$ cat src/rtl/seg_scan_ctrl_pkg.sv
// Shared types and constants for the seven-segment scan controller and its
// button debouncer.
package seg_scan_ctrl_pkg;

  typedef enum logic [1:0] {
    IDLE,
    PRESS_WAIT,
    HELD,
    RELEASE_WAIT
  } debState_e;

  localparam logic PAGE_LO = 1'b0;
  localparam logic PAGE_HI = 1'b1;

  localparam int DIGITS = 4;
  localparam int DIG_W  = $clog2(DIGITS);

  // The lower page shows data[15:0]; the upper page shows data[31:16].
  function automatic logic [15:0] selectPage(input logic [31:0] word, input logic page);
    return (page == PAGE_HI) ? word[31:16] : word[15:0];
  endfunction

endpackage

$ cat src/rtl/seg_scan_ctrl_debounce.sv
// Page button conditioner. It synchronizes the raw button into the clock domain
// and emits one single-cycle press pulse for each stable press.
module btn_debounce #(
  parameter int DEBOUNCE_CYCLES = 500000
) (
  input  logic clk,
  input  logic rst,
  input  logic btn_i,
  output logic press_o
);
  import seg_scan_ctrl_pkg::*;

  localparam int CNT_W = $clog2(DEBOUNCE_CYCLES + 1);
  localparam logic [CNT_W-1:0] CNT_ONE = CNT_W'(1);
  localparam logic [CNT_W-1:0] CNT_MAX = CNT_W'(DEBOUNCE_CYCLES);

  logic            meta_q;
  logic            btnS_q;
  debState_e       state_q, state_d;
  logic [CNT_W-1:0] dcnt_q, dcnt_d;

  always_ff @(posedge clk or negedge rst) begin
    if (!rst) begin
      meta_q <= 1'b0;
      btnS_q <= 1'b0;
    end else begin
      meta_q <= btn_i;
      btnS_q <= meta_q;
    end
  end

  always_ff @(posedge clk or negedge rst) begin
    if (!rst) begin
      state_q <= IDLE;
      dcnt_q  <= '0;
    end else begin
      state_q <= state_d;
      dcnt_q  <= dcnt_d;
    end
  end

  // The counter is compared before it is incremented, so it never exceeds
  // CNT_MAX. The press pulse fires only on the PRESS_WAIT -> HELD transition,
  // which gives exactly one pulse per press, however long the button is held.
  always_comb begin
    state_d = state_q;
    dcnt_d  = dcnt_q;
    press_o = 1'b0;
    unique case (state_q)
      IDLE: begin
        if (btnS_q) begin
          state_d = PRESS_WAIT;
          dcnt_d  = CNT_ONE;
        end
      end
      PRESS_WAIT: begin
        if (!btnS_q) begin
          state_d = IDLE;
        end else if (dcnt_q == CNT_MAX) begin
          state_d = HELD;
          press_o = 1'b1;
        end else begin
          dcnt_d = dcnt_q + CNT_ONE;
        end
      end
      HELD: begin
        if (!btnS_q) begin
          state_d = RELEASE_WAIT;
          dcnt_d  = CNT_ONE;
        end
      end
      RELEASE_WAIT: begin
        if (btnS_q) begin
          state_d = HELD;
        end else if (dcnt_q == CNT_MAX) begin
          state_d = IDLE;
        end else begin
          dcnt_d = dcnt_q + CNT_ONE;
        end
      end
      default: begin
        state_d = IDLE;
        dcnt_d  = '0;
      end
    endcase
  end

endmodule

$ cat src/rtl/seg_scan_ctrl.sv
// Scan controller that feeds seg_disp. It buffers 32-bit debug words and
// presents one 16-bit page, updating data and page only at frame boundaries.
module seg_scan_ctrl #(
  parameter int REFRESH_DIV     = 50000,
  parameter int DEBOUNCE_CYCLES = 500000
) (
  input  logic        clk,
  input  logic        rst,
  input  logic [31:0] data_in,
  input  logic        data_valid,
  output logic        data_ready,
  input  logic        page_btn,
  input  logic        freeze,
  output logic [15:0] count_val,
  output logic [1:0]  dig_pointer,
  output logic        page_sel,
  output logic        frame_start
);
  import seg_scan_ctrl_pkg::*;

  localparam int PRE_W = $clog2(REFRESH_DIV + 1);
  localparam logic [PRE_W-1:0] PRE_LAST = PRE_W'(REFRESH_DIV - 1);
  localparam logic [PRE_W-1:0] PRE_ONE  = PRE_W'(1);
  localparam logic [DIG_W-1:0] DIG_LAST = DIG_W'(DIGITS - 1);
  localparam logic [DIG_W-1:0] DIG_ONE  = DIG_W'(1);

  logic [PRE_W-1:0] prescaler_q, prescaler_d;
  logic [DIG_W-1:0] digPointer_q, digPointer_d;
  logic             frameStart_q, frameStart_d;
  logic [31:0]      pending_q, pending_d;
  logic             pendingFull_q, pendingFull_d;
  logic [31:0]      shown_q, shown_d;
  logic             pageReq_q, pageReq_d;
  logic             pageSel_q, pageSel_d;

  logic tick;
  logic boundary;
  logic accept;
  logic transfer;
  logic pressPulse;

  btn_debounce #(
    .DEBOUNCE_CYCLES(DEBOUNCE_CYCLES)
  ) u_debounce (
    .clk    (clk),
    .rst    (rst),
    .btn_i  (page_btn),
    .press_o(pressPulse)
  );

  assign tick     = (prescaler_q == PRE_LAST);
  assign boundary = tick && (digPointer_q == DIG_LAST);
  assign accept   = data_valid && !pendingFull_q;
  assign transfer = boundary && pendingFull_q && !freeze;

  // Accept and transfer are mutually exclusive because accept needs an empty
  // pending slot. A word accepted on a boundary therefore waits a full frame.
  always_comb begin
    prescaler_d   = prescaler_q;
    digPointer_d  = digPointer_q;
    frameStart_d  = boundary;
    pending_d     = pending_q;
    pendingFull_d = pendingFull_q;
    shown_d       = shown_q;
    pageReq_d     = pageReq_q;
    pageSel_d     = pageSel_q;

    if (tick) begin
      prescaler_d  = '0;
      digPointer_d = (digPointer_q == DIG_LAST) ? '0 : digPointer_q + DIG_ONE;
    end else begin
      prescaler_d  = prescaler_q + PRE_ONE;
    end

    if (transfer) begin
      shown_d       = pending_q;
      pendingFull_d = 1'b0;
    end else if (accept) begin
      pending_d     = data_in;
      pendingFull_d = 1'b1;
    end

    if (boundary && !freeze) begin
      pageSel_d = pageReq_q;
    end

    if (pressPulse) begin
      pageReq_d = !pageReq_q;
    end
  end

  always_ff @(posedge clk or negedge rst) begin
    if (!rst) begin
      prescaler_q   <= '0;
      digPointer_q  <= '0;
      frameStart_q  <= 1'b0;
      pending_q     <= '0;
      pendingFull_q <= 1'b0;
      shown_q       <= '0;
      pageReq_q     <= PAGE_LO;
      pageSel_q     <= PAGE_LO;
    end else begin
      prescaler_q   <= prescaler_d;
      digPointer_q  <= digPointer_d;
      frameStart_q  <= frameStart_d;
      pending_q     <= pending_d;
      pendingFull_q <= pendingFull_d;
      shown_q       <= shown_d;
      pageReq_q     <= pageReq_d;
      pageSel_q     <= pageSel_d;
    end
  end

  assign data_ready  = !pendingFull_q;
  assign dig_pointer = digPointer_q;
  assign frame_start = frameStart_q;
  assign page_sel    = pageSel_q;
  assign count_val   = selectPage(shown_q, pageSel_q);

endmodule

$ cat config.mk
export PLATFORM = sky130hd
export DESIGN_NAME = seg_scan_ctrl
export DESIGN_NICKNAME = d
export VERILOG_FILES = /design/src/rtl/seg_scan_ctrl_pkg.sv /design/src/rtl/seg_scan_ctrl_debounce.sv /design/src/rtl/seg_scan_ctrl.sv
export SDC_FILE = /design/constraint.sdc
export NUM_CORES = 1
export LEC_CHECK = 0
export CORE_AREA = 3 3 115 117
export CTS_CLUSTER_SIZE = 40
export DETAILED_ROUTE_END_ITERATION = 10
export DIE_AREA = 0 0 118 120
export PLACE_DENSITY_LB_ADDON = 0.15
export SLEW_MARGIN = 10
export SYNTH_ARGS = -nofsm -noshare
export SYNTH_HDL_FRONTEND = slang
export SYNTH_SLANG_ARGS = --single-unit
$ cat constraint.sdc
create_clock -name clk -period 5.5 [get_ports clk]
set_clock_uncertainty 0.1 [all_clocks]
set_input_delay 1.1 -clock clk [delete_from_list [all_inputs] [get_ports clk]]
set_output_delay 1.1 -clock clk [all_outputs]
set_load 0.05 [all_outputs]
==> flow_summary.toml <==
[sta]
slew_headroom_pct = 42.3
finalHoldViolCount = 0
fin_crit_ns = 3.57
tightest_slew_ns = 0.865
drv_slew = 0
setup_viol = 0
post-route-period-util_pct = 64.9
holdWs_ns = 0.259
fin_setup_tns_ns = 0
fmax_mhz = 280
setup_slack_ns = 1.93
rsz0062_at_grt = "no"

[global_routing]
grt_start_max_net_pins = 69
track_usage_pct = 14.5
grt_pass1_vias = 3189
grt-ovfl-total = 0
grt_pass1_wl_um = 16300
antenna_found_initial = 0

[power_and_ir_drop]
powerDensity_nw_per_um2 = 276
leakagePower_nw = 2.67
peakVddDrop_v = 0.000156

[final_layout]
layout.nets = 483
final_core_util_pct = 47.5
drive_gt1_share_pct = 18.4
num_antenna_cells = 0
areaGrowthSynthToFinish_pct = 21.0

[clock_network]
htree_levels = 3
cts.sinks = 109
cts-root-buf = "clkbuf_16"
ctsHoldBuffers = 0
cts_buffers = 9
cts_setup_buffers = 0
clock_latency_ns = 0.34
cts_buffer_depth = 2
cts_resized = 0
path_clk_slew_ns = 0.07
cts_tree = "yes"

[synthesis]
synth_top_cells_by_count = "dfrtp_1 (109), mux2_2 (55), mux2_1 (29), nor2_1 (22), nand3_1 (17)"
synth_edf_count = 0
synthAdderAreaFrac_pct = 1.02
synthTopCellsByArea = "dfrtp_1 (56%), mux2_2 (13%), mux2_1 (6.7%), nand3_1 (1.7%), nor2_1 (1.7%)"
synth_warnings = 0
synth_nets = 431
synthMuxAreaShare_pct = 19.8
async_flop_share_pct = 100
synth-compound-area-share_pct = 5.81
synthFlopType = "dfrtp_1"
synth_top_family_by_area = "multiplexers"
synth.avg_cell_area_um2 = 12.5
yosys.area_share.xor_xnor_pct = 2.69
yosys.area.top_type = "dfrtp_1"
ys_seq_area_share_pct = 55.8
ys_ff_latch = 109
synth_cells = 390
netlist_area_um2 = 4890
ys_types = 51
synth_top_area_share_pct = 55.8
synth_simple_gate_area_share_pct = 12.3
synth_most_common_cell = "dfrtp_1"

[worst_setup_path]
path_max_fanout = 18
slowest_delay_ns = 0.91
timing.rr.end = "shown_q[0]$_DFFE_PN0P_"
startpoint_type = "flip-flop"
cp.required_ns = 4.30
slowest_stage = "dfrtp_1"
r2r_slack_ns = 2.55
worstPathArrival_ns = 2.37
worstSetupPathType = "reg -> out"
reg2reg_from = "prescaler_q[7]$_DFF_PN0_"
reg2reg_depth = 5
cp_cell_sequence = "mux2_2, clkdlybuf4s50_1"
end_kind = "primary output"

[detailed_routing]
drt-initial-drc-count = 137
wl_per_cell_um = 15.2
wl_um = 9400
num_vias = 3143
drc_errors = 0
drt-pass1-iter-count = 5
vias_per_cell = 5.09
ant_nets = 0

[hold_path]
min_from = "u_debounce.meta_q$_DFF_PN0_"
min_to = "u_debounce.btnS_q$_DFF_PN0_"
hold_path_class = "reg -> reg"
whs_path_depth = 0

[status]
status = "completed"

[floorplanning]
die_w_um = 118
dieArea_um2 = 14200
num_rows = 41
core_area_um2 = 12500
die_y_um = 120
initial_utilization_pct = 39.2
num_io_pins = 58

[place]
io_buffer_count = 57
gp_congestion = 0.723
pre_cts_ws_ns = 2.24
dp_hpwl_um = 6300

[flow_run]
drv_cap = 0
==> worst max path at each step <==
| stage | startpoint | to | depth (start not counted) | slack (ns) |
|---|---|---|---|---|
| after floorplan | page_sel$_DFFE_PN0P_ | count_val[10] | 3 | 2.51 |
| after global placement | page_sel$_DFFE_PN0P_ | count_val[12] | 2 | 2.30 |
| after detailed placement | page_sel$_DFFE_PN0P_ | count_val[13] | 2 | 2.24 |
| after CTS | page_sel$_DFFE_PN0P_ | count_val[14] | 2 | 1.85 |
| after global routing | page_sel$_DFFE_PN0P_ | count_val[11] | 2 | 1.80 |
| final | page_sel$_DFFE_PN0P_ | count_val[14] | 2 | 1.93 |
==> routing by layer <==
layer	vias to the layer above	routed length (um)	track usage (%)
li1	1514	-	-
met1	1564	4670	20.7
met2	63	4330	21.1
met3	2	358	3.77
met4	0	49	5.93
met5	-	0	0
==> state kept, by name (all words and copies together) (netlist names), named ones only <==
register,flops
prescaler_q,16
page_sel,1
shown_q,32
u_debounce.meta_q,1
frame_start,1
u_debounce.btnS_q,1
u_debounce.dcnt_q,19
pendingFull_q,1
pageReq_q,1
u_debounce.state_q,1
dig_pointer,2
pending_q,32
==> power by group <==
group	switching, W	internal, W
Sequential	0.0000243	0.000834
Clock	0.000279	0.000397
Combinational	0.0000402	0.0000553
==> cells in the final DEF (no fill, tap or decap), drive strengths merged, types with 3 or more instances in the layout <==
master / instances
a21oi: 7
a31oi: 4
and3: 6
buf: 5
clkbuf: 9
clkdlybuf4s50: 56
clkinv: 3
dfrtp: 109
ha: 4
inv: 8
mux2: 84
nand2: 15
nand3: 17
nand4: 8
nor2: 22
nor2b: 4
nor3: 8
nor4: 9
o21ai: 10
o31ai: 5
xnor2: 9
xor2: 6
==> cell families after synthesis <==
kind of cell | count (synthesis)
compound gates | 42
xor+xnor | 15
fa+ha+maj | 4
buf+inv | 27
flops | 109
mux | 86
simple gates | 107
==> worst max-delay path, delay by kind of cell, from the launching register on <==
kind | cells | cell delay, ns
buf+inv | 1 | 0.70
flops | 1 | 0.91
mux | 1 | 0.42
==> layout make-up <==
class	instances	area (um^2)
clock buffers	9	225
clock inverters	6	87.6
fillers	1144	6550
inverters	7	26.3
multi-input cells	254	2040
flip-flops and latches	109	2730
well taps	172	215
repair buffers	61	598
==> metrics by stage <==
stage / instances / total power (W) / instance area (um^2)
CTS: 618 / 0.00167 / 5920
detailed placement: 603 / 0.000972 / 5600
finish: 618 / 0.00163 / 5920
global route: 618 / 0.00172 / 5920
floorplan: 390 / 0.000917 / 4890
global placement: 603 / 0.000969 / 5600
Note: power is estimated with default switching activity, not from simulation.
